## src/rtl/tpm_round_sequencer_if.sv

```systemverilog
`default_nettype none
// ============================================================================
//  Module      : tpm_round_sequencer_if
//  Description : Control/handshake bundle between key-exchange control, the
//                round sequencer and the MAC/weight datapath.
//  Revision    : 1.0 - initial release
// ============================================================================
interface tpm_round_sequencer_if #(
  parameter int CW = 5,
  parameter int UW = 2,
  parameter int SW = 8
);
  logic          start;
  logic          tau_valid;
  logic          tau_ours;
  logic          tau_part;
  logic          busy;
  logic [UW-1:0] unit;
  logic [CW-1:0] idx;
  logic          clr_acc;
  logic          mac_en;
  logic          eval;
  logic          upd_en;
  logic          done;
  logic          match;
  logic          timeout;
  logic [SW-1:0] sync_cnt;
  logic          synced;

  // Control side: requests rounds, supplies tau bits, observes sequencing.
  modport master (
    output start, tau_valid, tau_ours, tau_part,
    input  busy, unit, idx, clr_acc, mac_en, eval, upd_en, done,
           match, timeout, sync_cnt, synced
  );

  // Sequencer side.
  modport slave (
    input  start, tau_valid, tau_ours, tau_part,
    output busy, unit, idx, clr_acc, mac_en, eval, upd_en, done,
           match, timeout, sync_cnt, synced
  );
endinterface
`default_nettype wire

```

## src/rtl/tpm_round_sequencer.sv

```systemverilog
`default_nettype none
// ============================================================================
//  Module      : tpm_round_sequencer
//  Description : Sequences one tree-parity-machine round: K x N accumulate
//                sweep, evaluate, wait for partner bit, weight update on a
//                match. Tracks consecutive matched rounds and flags sync.
//  Revision    : 1.0 - initial release
// ============================================================================
module tpm_round_sequencer #(
  parameter int K       = 3,
  parameter int N       = 20,
  parameter int CW      = 5,
  parameter int UW      = 2,
  parameter int TMO     = 16,
  parameter int SYNC_TH = 4,
  parameter int SW      = 8
) (
  input  logic                  clk,
  input  logic                  rst,
  tpm_round_sequencer_if.slave  bus
);

  localparam int TW = (TMO > 1) ? $clog2(TMO) : 1;

  localparam logic [2:0] S_IDLE = 3'd0;
  localparam logic [2:0] S_CLR  = 3'd1;
  localparam logic [2:0] S_MAC  = 3'd2;
  localparam logic [2:0] S_EVAL = 3'd3;
  localparam logic [2:0] S_WAIT = 3'd4;
  localparam logic [2:0] S_UPD  = 3'd5;
  localparam logic [2:0] S_DONE = 3'd6;

  localparam logic [CW-1:0] IDX_LAST  = CW'(N - 1);
  localparam logic [UW-1:0] UNIT_LAST = UW'(K - 1);
  localparam logic [TW-1:0] TMR_LAST  = TW'(TMO - 1);
  localparam logic [SW-1:0] SYNC_MAX  = {SW{1'b1}};
  localparam logic [SW-1:0] SYNC_THR  = SW'(SYNC_TH);

  logic [2:0]    state;
  logic [2:0]    state_nxt;
  logic [UW-1:0] unit_q;
  logic [CW-1:0] idx_q;
  logic [TW-1:0] timer;
  logic          match_q;
  logic          timeout_q;
  logic [SW-1:0] sync_q;

  logic idx_wrap;
  logic last_unit;
  logic tau_eq;
  logic tmr_expired;
  logic match_new;

  assign idx_wrap    = (idx_q == IDX_LAST);
  assign last_unit   = (unit_q == UNIT_LAST);
  assign tau_eq      = (bus.tau_ours == bus.tau_part);
  assign tmr_expired = (timer == TMR_LAST);
  // Match outcome as it will stand once the current cycle commits; only a
  // valid, equal partner bit in WAIT_P can make a fresh match.
  assign match_new   = (state == S_WAIT) ? (bus.tau_valid & tau_eq) : match_q;

  // State register; reset aborts any round in progress.
  always_ff @(posedge clk or posedge rst) begin
    if (rst) state <= S_IDLE;
    else     state <= state_nxt;
  end

  // Next-state decode for the round phases.
  always_comb begin
    state_nxt = state;
    case (state)
      S_IDLE: if (bus.start) state_nxt = S_CLR;
      S_CLR:  state_nxt = S_MAC;
      S_MAC:  if (idx_wrap) state_nxt = last_unit ? S_EVAL : S_CLR;
      S_EVAL: state_nxt = S_WAIT;
      S_WAIT: begin
        // A valid partner bit takes priority over an expiring timer.
        if (bus.tau_valid)    state_nxt = tau_eq ? S_UPD : S_DONE;
        else if (tmr_expired) state_nxt = S_DONE;
      end
      S_UPD:  if (idx_wrap && last_unit) state_nxt = S_DONE;
      S_DONE: state_nxt = S_IDLE;
      default: state_nxt = S_IDLE;
    endcase
  end

  // Unit/index sweep; values hold outside the sweeping phases.
  always_ff @(posedge clk or posedge rst) begin
    if (rst) begin
      unit_q <= '0;
      idx_q  <= '0;
    end else begin
      case (state)
        S_IDLE: begin
          if (bus.start) begin
            unit_q <= '0;
            idx_q  <= '0;
          end
        end
        S_MAC, S_UPD: begin
          if (idx_wrap) begin
            // The final wrap leaves unit/idx at their last position.
            if (!last_unit) begin
              idx_q  <= '0;
              unit_q <= unit_q + UW'(1);
            end
          end else begin
            idx_q <= idx_q + CW'(1);
          end
        end
        S_WAIT: begin
          if (bus.tau_valid && tau_eq) begin
            unit_q <= '0;
            idx_q  <= '0;
          end
        end
        default: ;
      endcase
    end
  end

  // Partner-wait timer, cleared in EVAL and counting idle WAIT_P cycles.
  always_ff @(posedge clk or posedge rst) begin
    if (rst) begin
      timer <= '0;
    end else if (state == S_EVAL) begin
      timer <= '0;
    end else if (state == S_WAIT && !bus.tau_valid && !tmr_expired) begin
      timer <= timer + TW'(1);
    end
  end

  // Round result flags, held until the next round resolves.
  always_ff @(posedge clk or posedge rst) begin
    if (rst) begin
      match_q   <= 1'b0;
      timeout_q <= 1'b0;
    end else if (state == S_WAIT) begin
      if (bus.tau_valid) begin
        match_q   <= tau_eq;
        timeout_q <= 1'b0;
      end else if (tmr_expired) begin
        match_q   <= 1'b0;
        timeout_q <= 1'b1;
      end
    end
  end

  // Consecutive-match counter, updated on entry to DONE, saturating.
  always_ff @(posedge clk or posedge rst) begin
    if (rst) begin
      sync_q <= '0;
    end else if (state_nxt == S_DONE && state != S_DONE) begin
      if (!match_new)               sync_q <= '0;
      else if (sync_q != SYNC_MAX)  sync_q <= sync_q + SW'(1);
    end
  end

  // Output decode: strobes from state, status from registers.
  always_comb begin
    bus.busy     = (state != S_IDLE);
    bus.clr_acc  = (state == S_CLR);
    bus.mac_en   = (state == S_MAC);
    bus.eval     = (state == S_EVAL);
    bus.upd_en   = (state == S_UPD);
    bus.done     = (state == S_DONE);
    bus.unit     = unit_q;
    bus.idx      = idx_q;
    bus.match    = match_q;
    bus.timeout  = timeout_q;
    bus.sync_cnt = sync_q;
    bus.synced   = (sync_q >= SYNC_THR);
  end

endmodule
`default_nettype wire

```

## src/flat_wrapper.sv

```systemverilog
// flat-port wrapper written by rule: the top's interface ports become plain ports
module tpm_round_sequencer_flat 
#(
  parameter int K       = 3,
  parameter int N       = 20,
  parameter int CW      = 5,
  parameter int UW      = 2,
  parameter int TMO     = 16,
  parameter int SYNC_TH = 4,
  parameter int SW      = 8
)
  (clk, rst, bus_start, bus_tau_valid, bus_tau_ours, bus_tau_part, bus_busy, bus_unit, bus_idx, bus_clr_acc, bus_mac_en, bus_eval, bus_upd_en, bus_done, bus_match, bus_timeout, bus_sync_cnt, bus_synced);
  tpm_round_sequencer_if #(.CW(CW), .UW(UW), .SW(SW)) bus_i ();
  input  logic clk;
  input  logic rst;
  input wire logic [$bits(bus_i.start)-1:0] bus_start;
  input wire logic [$bits(bus_i.tau_valid)-1:0] bus_tau_valid;
  input wire logic [$bits(bus_i.tau_ours)-1:0] bus_tau_ours;
  input wire logic [$bits(bus_i.tau_part)-1:0] bus_tau_part;
  output wire logic [$bits(bus_i.busy)-1:0] bus_busy;
  output wire logic [$bits(bus_i.unit)-1:0] bus_unit;
  output wire logic [$bits(bus_i.idx)-1:0] bus_idx;
  output wire logic [$bits(bus_i.clr_acc)-1:0] bus_clr_acc;
  output wire logic [$bits(bus_i.mac_en)-1:0] bus_mac_en;
  output wire logic [$bits(bus_i.eval)-1:0] bus_eval;
  output wire logic [$bits(bus_i.upd_en)-1:0] bus_upd_en;
  output wire logic [$bits(bus_i.done)-1:0] bus_done;
  output wire logic [$bits(bus_i.match)-1:0] bus_match;
  output wire logic [$bits(bus_i.timeout)-1:0] bus_timeout;
  output wire logic [$bits(bus_i.sync_cnt)-1:0] bus_sync_cnt;
  output wire logic [$bits(bus_i.synced)-1:0] bus_synced;
  assign bus_i.start = bus_start;
  assign bus_i.tau_valid = bus_tau_valid;
  assign bus_i.tau_ours = bus_tau_ours;
  assign bus_i.tau_part = bus_tau_part;
  assign bus_busy = bus_i.busy;
  assign bus_unit = bus_i.unit;
  assign bus_idx = bus_i.idx;
  assign bus_clr_acc = bus_i.clr_acc;
  assign bus_mac_en = bus_i.mac_en;
  assign bus_eval = bus_i.eval;
  assign bus_upd_en = bus_i.upd_en;
  assign bus_done = bus_i.done;
  assign bus_match = bus_i.match;
  assign bus_timeout = bus_i.timeout;
  assign bus_sync_cnt = bus_i.sync_cnt;
  assign bus_synced = bus_i.synced;
  tpm_round_sequencer #(.K(K), .N(N), .CW(CW), .UW(UW), .TMO(TMO), .SYNC_TH(SYNC_TH), .SW(SW)) u_core (.clk(clk), .rst(rst), .bus(bus_i));
endmodule
```

## config.mk

```make
export PLATFORM = sky130hd
export DESIGN_NAME = tpm_round_sequencer_flat
export DESIGN_NICKNAME = d
export VERILOG_FILES = /design/src/rtl/tpm_round_sequencer_if.sv /design/src/rtl/tpm_round_sequencer.sv /design/src/flat_wrapper.sv
export SDC_FILE = /design/constraint.sdc
export NUM_CORES = 1
export LEC_CHECK = 0
export CAP_MARGIN = 20
export CORE_UTILIZATION = 35
export CTS_CLUSTER_DIAMETER = 200
export CTS_CLUSTER_SIZE = 25
export DETAILED_ROUTE_END_ITERATION = 6
export PLACE_DENSITY = 0.57
export SETUP_SLACK_MARGIN = 0.02
export SLEW_MARGIN = 20
export SYNTH_ARGS = -nofsm -noshare
export SYNTH_HDL_FRONTEND = slang
export SYNTH_SLANG_ARGS = --single-unit
```

## constraint.sdc

```tcl
create_clock -name clk -period 2.9 [get_ports clk]
set_input_delay 0.435 -clock clk [delete_from_list [all_inputs] [get_ports clk]]
set_output_delay 0.435 -clock clk [all_outputs]
set_load 0.005 [all_outputs]
```

==> summary.md, run 1 <==
| Metric | Value |
|---|---|
| Status | `completed` |
| Largest fanout of any net on the critical path | `13` |
| CTS tree | `done` |
| Setup repair after global routing missed its margin | `no` |
| Post-DP HPWL | `2.29 mm` |
| Die W | `around 66 um` |
| Clk_lat worst skew | `0.27 ns` |
| Count of warnings emitted by yosys | `0` |
| Largest net degree at the start of global routing | `25` |
| Detailed Route WL | `3.15 mm` |
| Number of antenna violations at the first check in global routing | `0` |
| Critical Path AT | `2.46 ns` |
| Achievable Freq | `0.439 GHz` |
| Cell types occupying the most area after synthesis | `sky130_fd_sc_hd__dfrtp_1 (42%), sky130_fd_sc_hd__o31ai_1 (5.8%), sky130_fd_sc_hd__ha_1 (4.4%), sky130_fd_sc_hd__o21ai_0 (3.9%), sky130_fd_sc_hd__nor2_1 (3.4%)` |
| Net switching power | `0.583 mW` |
| Post-synthesis sequential element count | `24` |
| Layout cells sized above 1 | `8.74%` |
| Top layer in use | `met4` |
| Setup fix buffers added after clock tree synthesis | `0` |
| Required time at the endpoint of the critical path | `3.08 ns` |
| Library cells used by synthesis | `41` |
| Area used by sequential logic in the layout | `601 um^2` |
| Routed length on met1 | `1.54 mm` |
| Total inserted antenna cells | `0` |
| Post-DR vias/cell | `roughly 5.4` |
| Most frequent cells after synthesis | `sky130_fd_sc_hd__dfrtp_1 (24), sky130_fd_sc_hd__nor2_1 (13), sky130_fd_sc_hd__inv_1 (12), sky130_fd_sc_hd__nand2_1 (12)` |
| Die height | `65.8 um` |
| Final antenna-violating net count | `0` |
| Met3 routed wirelength | `approximately 120 um` |
| Headroom to the max-slew limit | `a little under three fifths` |
| Footprint of the multi-input gates | `747 um^2` |
| Max rail drop VDD | `0.357 mV` |
| Type of the most critical hold path | `in -> async` |
| Clock Skews | `~0.0048 ns` |
| Post-route core utilization | `48.3%` |
| Routed WL per cell | `13.6 um` |
| Total overflow reported by the global router | `0` |
| Top-level I/O count | `30` |
| Fill cells | `between 300 and 400` |
| Leakage dissipation | `0.796 nW` |
| Clock power share | `15.8%` |
| Clock-pin transition on the worst setup and hold timing paths | `0.09 ns` |
| Final weighted congestion of routability-driven global placement | `0.775` |
| Period utilisation layout | `between 70 and 80%` |
| Share of flip-flops with an asynchronous set or reset after synthesis | `100%` |
| Comb power frac | `47.6%` |
| Core box area | `0.00377 mm^2` |
| Count of mapped cells out of synthesis | `153` |
| Wire length of the first global-routing pass | `5.13 mm` |
| Critical Path Start Type | `register` |
| Global routing usage summed across all routing layers | `15.3%` |
| Post-synth top area cell | `sky130_fd_sc_hd__dfrtp_1` |
| Switching portion of total power | `39.9%` |
| Setup violation total in the final timing report | `0` |
| Most used flip-flop cell after synthesis | `sky130_fd_sc_hd__dfrtp_1` |
| Net count of the finished layout | `195` |
| Most frequent cell after synthesis | `sky130_fd_sc_hd__dfrtp_1` |
| Cell chosen for the clock root | `sky130_fd_sc_hd__clkbuf_8` |
| Max Cap Viol | `0` |
| Pre-antenna DRT Iters | `4` |
| Part of the power in registers | `36.6%` |
| Row count | `22` |
| Final Max Tran Viols | `0` |
| Power Total | `1.46 mW` |
| Final min period | `roughly 2.3 ns` |
| Power per unit of standard cell area | `803 mW/mm^2` |
| Number of levels the H-tree was split into | `1` |
| DR WL met2 | `1.45 mm` |
| Post-synthesis instance area | `0.00143 mm^2` |
| Per-instance average area after synthesis | `between 9 and 10 um^2` |
| Initial core utilization | `37.8%` |
| Number of enable flip-flop cells after synthesis | `0` |
| Seq/Total Area, Yosys | `42.1%` |
| Nature of the critical path endpoint | `register` |
| Port-buffer cells | `29` |
| Die area | `around 0.0043 mm^2` |
| Clock buffer count from CTS | `3` |
| # hold bufs at CTS | `0` |
| Aggregate negative setup slack | `0 ns` |
| Count of endpoints failing hold in the final timing report | `0` |
| Resized cells post-CTS | `0` |
| Number of sinks on the clock net | `24` |
| Via count of the first global-routing pass | `between 1000 and 1500` |
| Portion of synthesized cell area occupied by the leading cell type | `42.1%` |
| Transition at the pin with the smallest max-transition slack | `0.632 ns` |
| Number of vias after detailed routing | `1238` |
| Class of the most critical setup path | `reg -> reg` |
| Drt drc | `0` |
| Syn-to-layout area delta | `27.7%` |
| Design internal power | `around 0.88 mW` |
| Net count after synthesis | `164` |
| Buffers from clock root to sink, at most | `2` |
| Initial detailed-routing violation count | `84` |
| Reg2Reg Setup Slack | `between 0.6 and 0.7 ns` |
## placed cells by master (no fill, tap or decap), types with 3 or more instances in the layout
| cell type | count |
|---|---|
| sky130_fd_sc_hd__a21oi_1 | 4 |
| sky130_fd_sc_hd__buf_4 | 3 |
| sky130_fd_sc_hd__nand3_1 | 6 |
| sky130_fd_sc_hd__clkdlybuf4s50_1 | 29 |
| sky130_fd_sc_hd__inv_1 | 12 |
| sky130_fd_sc_hd__nor2_1 | 13 |
| sky130_fd_sc_hd__nor3_1 | 3 |
| sky130_fd_sc_hd__clkbuf_8 | 4 |
| sky130_fd_sc_hd__o21ai_1 | 4 |
| sky130_fd_sc_hd__nand2_1 | 12 |
| sky130_fd_sc_hd__ha_1 | 5 |
| sky130_fd_sc_hd__dfrtp_1 | 24 |
| sky130_fd_sc_hd__o21ai_0 | 11 |
| sky130_fd_sc_hd__and3_1 | 7 |
| sky130_fd_sc_hd__o31ai_1 | 11 |
## power groups by stage
stage	registers (mW)	logic [mW]	clock network [mW]
2_1_floorplan	0.494	0.462	0
3_3_place_gp	0.536	0.686	0
3_5_place_dp	0.539	0.696	0
4_1_cts	0.533	0.697	0.240
5_1_grt	0.551	0.771	0.253
6_report	0.535	0.696	0.231
## per-stage QoR
| step | instances | area, um^2 | hold WS, ns | worst slack, ns |
|---|---|---|---|---|
| finish | 231 | 1820 | 0.502 | 0.620 |
| global route | 231 | 1820 | 0.529 | 0.490 |
| CTS | 231 | 1820 | 0.515 | 0.624 |
| detailed placement | 227 | 1770 | 0.504 | 0.415 |
| global placement | 227 | 1770 | 0.487 | 0.477 |
| floorplan | 153 | 1430 | 0.450 | 0.860 |
## worst paths after layout
| path | from | endpoint | depth (start not counted) |
|---|---|---|---|
| max in group asynchronous | rst | u_core.timer[2] | 3 |
| min reg2reg | u_core.bus.unit[0] | u_core.bus.unit[0] | 1 |
| min | rst | u_core.bus.idx[0] | 3 |
| min in group clk | u_core.bus.unit[0] | u_core.bus.unit[0] | 1 |
| max reg2reg | u_core.state[2] | u_core.bus.sync_cnt[4] | 5 |
| max | u_core.state[2] | u_core.bus.sync_cnt[4] | 5 |
## state kept, by name (all words and copies together) (netlist names)
register / count
u_core.bus.sync_cnt: 8
u_core.bus.idx: 5
u_core.timer: 4
u_core.state: 3
u_core.bus.unit: 2
u_core.bus.match: 1
u_core.bus.timeout: 1
## logic make-up (layout without fill, tap and decap cells)
family	Yosys count	count (layout)	share of synthesized area (%)
buf+inv	18	48	5.44
compound gates	45	45	23.2
mux	1	1	0.702
fa+ha+maj	5	5	4.39
xor+xnor	4	4	2.46
flops	24	24	42.1
simple gates	56	56	21.7
## cell type report
cell class	count	area share, %
multi-input combinational	111	41.0
sequential	24	33.0
timing repair buffer	32	17.2
tap	48	3.30
clock buffer	4	3.02
inverter	12	2.47
## critical path, cell delays in order (launching register included)
cell and delay [ns]:
sky130_fd_sc_hd__dfrtp_1 0.56, sky130_fd_sc_hd__or3b_4 0.46, sky130_fd_sc_hd__a22oi_4 0.37, sky130_fd_sc_hd__o31ai_4 0.12
sky130_fd_sc_hd__or3_1 0.45, sky130_fd_sc_hd__o31ai_1 0.24
## per-layer routing
layer / vias to the layer above / GRT usage, %
li1: 613 / -
met1: 592 / 19.9
met2: 26 / 25.3
met3: 7 / 3.62
met4: 0 / 4.08
met5: - / 0
Note: power is estimated with default switching activity, not from simulation.
==> run 2, diff against run 1 <==
--- a/config.mk
+++ b/config.mk
@@ -10,7 +10,7 @@
 export CTS_CLUSTER_DIAMETER = 200
 export CTS_CLUSTER_SIZE = 25
 export DETAILED_ROUTE_END_ITERATION = 6
-export PLACE_DENSITY = 0.57
+export PLACE_DENSITY = 0.6
 export SETUP_SLACK_MARGIN = 0.02
 export SLEW_MARGIN = 20
 export SYNTH_ARGS = -nofsm -noshare
==> constraint.sdc (replaced) <==
create_clock -name clk -period 1.9 [get_ports clk]
set_input_delay 0.285 -clock clk [delete_from_list [all_inputs] [get_ports clk]]
set_output_delay 0.285 -clock clk [all_outputs]
set_load 0.005 [all_outputs]
==> summary.md, run 2 (synthesis gave the netlist of run 1 again) <==
| Metric | Value |
|---|---|
| Status | `complete, but fails checks` |
| Failing checks | `negative setup slack` |
| Row count | `22` |
| Routed WL per cell | `roughly 15 um` |
| FF-to-FF End | `u_core.bus.sync_cnt[6]` |
| Source of the worst register-to-register timing path | `u_core.timer[0]` |
| Critical path cell sequence | `ha_4 > nand3_2 > o221a_2 > o31a_1 > or3_4 > o31ai_4` |
| Detailed Route WL | `4.02 mm` |
| Headroom to the max-slew limit | `70.5%` |
| Largest fanout of any net on the critical path | `7` |
| Drt drc | `0` |
| Die W | `65.8 um` |
| Clock-pin transition on the worst setup and hold timing paths | `roughly 0.09 ns` |
| Nature of the critical path endpoint | `register` |
| Wire length of the first global-routing pass | `5.97 mm` |
| Port-buffer cells | `29` |
| Pre-antenna DRT Iters | `4` |
| Achievable Freq | `0.497 GHz` |
| Net count of the finished layout | `around 240` |
| Setup violation total in the final timing report | `5` |
| Commonest cells after routing, fill and taps aside | `sky130_fd_sc_hd__buf_4 (38), sky130_fd_sc_hd__clkdlybuf4s50_1 (24), sky130_fd_sc_hd__dfrtp_1 (19)` |
| Final weighted congestion of routability-driven global placement | `0.771` |
| Critical Path Start Type | `register` |
| Critical path's top delay family | `compound AO/OA/AOI/OAI gates` |
| Type of the most critical hold path | `in -> async` |
| Cell chosen for the clock root | `sky130_fd_sc_hd__clkbuf_8` |
| Final setup margin | `-0.113 ns` |
| Via count of the first global-routing pass | `~1400` |
| Class of the most critical setup path | `reg -> reg` |
| Power per unit of standard cell area | `1240 mW/mm^2` |
| Commonest non-fill, non-tap cell in the layout | `sky130_fd_sc_hd__buf_4` |
| Placement Cell Area | `roughly 0.002 mm^2` |
| Top-level I/O count | `30` |
| Setup repair after global routing missed its margin | `yes` |
| Syn-to-layout area delta | `61.2%` |
| Fill cells | `302` |
| # hold bufs at CTS | `0` |
| Final antenna-violating net count | `0` |
| Number of sinks on the clock net | `24` |
| Post-DP HPWL | `2.64 mm` |
| Post-DR vias/cell | `between 5 and 6` |
| Die height | `65.8 um` |
| Number of vias after detailed routing | `1442` |
| Required time at the endpoint of the critical path | `2.08 ns` |
| Initial core utilization | `37.8%` |
| Post-route design area | `0.00230 mm^2` |
| Flip-flop count of the largest register after layout | `8` |
| Buffers from clock root to sink, at most | `2` |
| Total overflow reported by the global router | `0` |
| Largest net degree at the start of global routing | `25` |
| Reg2Reg Setup Slack | `-0.11 ns` |
| Layout cells sized above 1 | `36.0%` |
| Period utilisation layout | `106%` |
| Final Max Tran Viols | `0` |
| Max rail drop VDD | `between 0.5 and 0.6 mV` |
| Max Cap Viol | `0` |
| Critical path buffer and inverter count | `0` |
| Clk_lat worst skew | `0.26 ns` |
| Smallest hold slack | `0.367 ns` |
| Slowest cell delay on critical path | `around 0.47 ns` |
| Global routing usage summed across all routing layers | `roughly 18%` |
| Die area | `about 0.0043 mm^2` |
| Final min period | `about 2.0 ns` |
| Number of levels the H-tree was split into | `1` |
| Transition at the pin with the smallest max-transition slack | `0.442 ns` |
| Core box area | `0.00377 mm^2` |
| Number of antenna violations at the first check in global routing | `0` |
| Critical-path top delay cell | `sky130_fd_sc_hd__or3_4` |
| Clock Skews | `0.00473 ns` |
| Clock buffer count from CTS | `3` |
| Critical Path AT | `2.19 ns` |
| Total inserted antenna cells | `0` |
| Initial detailed-routing violation count | `just over 60` |
| Worst R2R Path Depth | `6` |
| CTS tree | `done` |
| Leakage dissipation | `1.07 nW` |
| Count of endpoints failing hold in the final timing report | `0` |
run 2: cell count changes in the layout (fill, tap and decap cells not counted), sizes merged:
cell           before  now
clkbuf              4    3
dlymetal6s2s        0    1
dlygate4sd2         0    4
clkdlybuf4s50      29   24
buf                 3   43
run 2: tightest hold or removal path: cells and delay by family:
family                 cells  cell delay (ns)
buffers and inverters      3             0.75
run 2: where the power goes:
part           switching, mW  internal [mW]  total [mW]
sequential             0.111          0.633       0.744
combinational          0.863          0.949        1.81
clock                  0.161          0.142       0.303
total                   1.13           1.72        2.86
run 2: final cells by class:
type                       count  area (um^2)  share of cell area (%)
tap                           48         60.1                    2.61
timing repair buffer          72          629                    27.4
inverter                      12         45.0                    1.96
sequential                    24          607                    26.4
multi-input combinational    111          915                    39.8
clock buffer                   3         41.3                    1.80
run 2: timing repair:
action,in CTS,in global routing
gates resized for setup,25,23
buffers inserted,6,7
pin swaps,2,3
endpoints found under the setup margin,12,15
run 2: how the worst max path moves through the flow:
| stage | startpoint | end | slack (ns) | cells past startpoint |
|---|---|---|---|---|
| floorplan | u_core.state[1] | u_core.bus.sync_cnt[6] | -0.09 | 7 |
| global placement | bus_tau_valid | u_core.bus.sync_cnt[4] | -0.36 | 6 |
| detailed placement | bus_tau_valid | u_core.bus.sync_cnt[6] | -0.44 | 6 |
| CTS | u_core.state[1] | u_core.bus.sync_cnt[4] | -0.05 | 5 |
| global route | u_core.timer[0] | u_core.bus.sync_cnt[6] | -0.16 | 6 |
| finish | u_core.timer[0] | u_core.bus.sync_cnt[6] | -0.11 | 6 |
run 2: per-layer routing:
layer,vias up,share of wire (%),track usage [%],routed length [um]
met5,-,0,0,0
met4,0,0,1.36,0
met3,0,3.5,3.79,142
met2,30,52,31.4,2090
met1,718,45,23.2,1790
li1,694,-,-,-
run 2: metrics by stage:
step                setup WS, ns  utilization (%)  total power, mW  instances  setup TNS, ns
finish                    -0.113             60.9             2.86        270         -0.354
global route              -0.165             60.9             3.04        270         -0.775
CTS                      -0.0544             56.9             2.67        263         -0.179
detailed placement        -0.439             52.2             2.16        254          -4.26
global placement          -0.361             52.2             2.12        254          -3.70
floorplan                -0.0890                -             1.46        153         -0.461
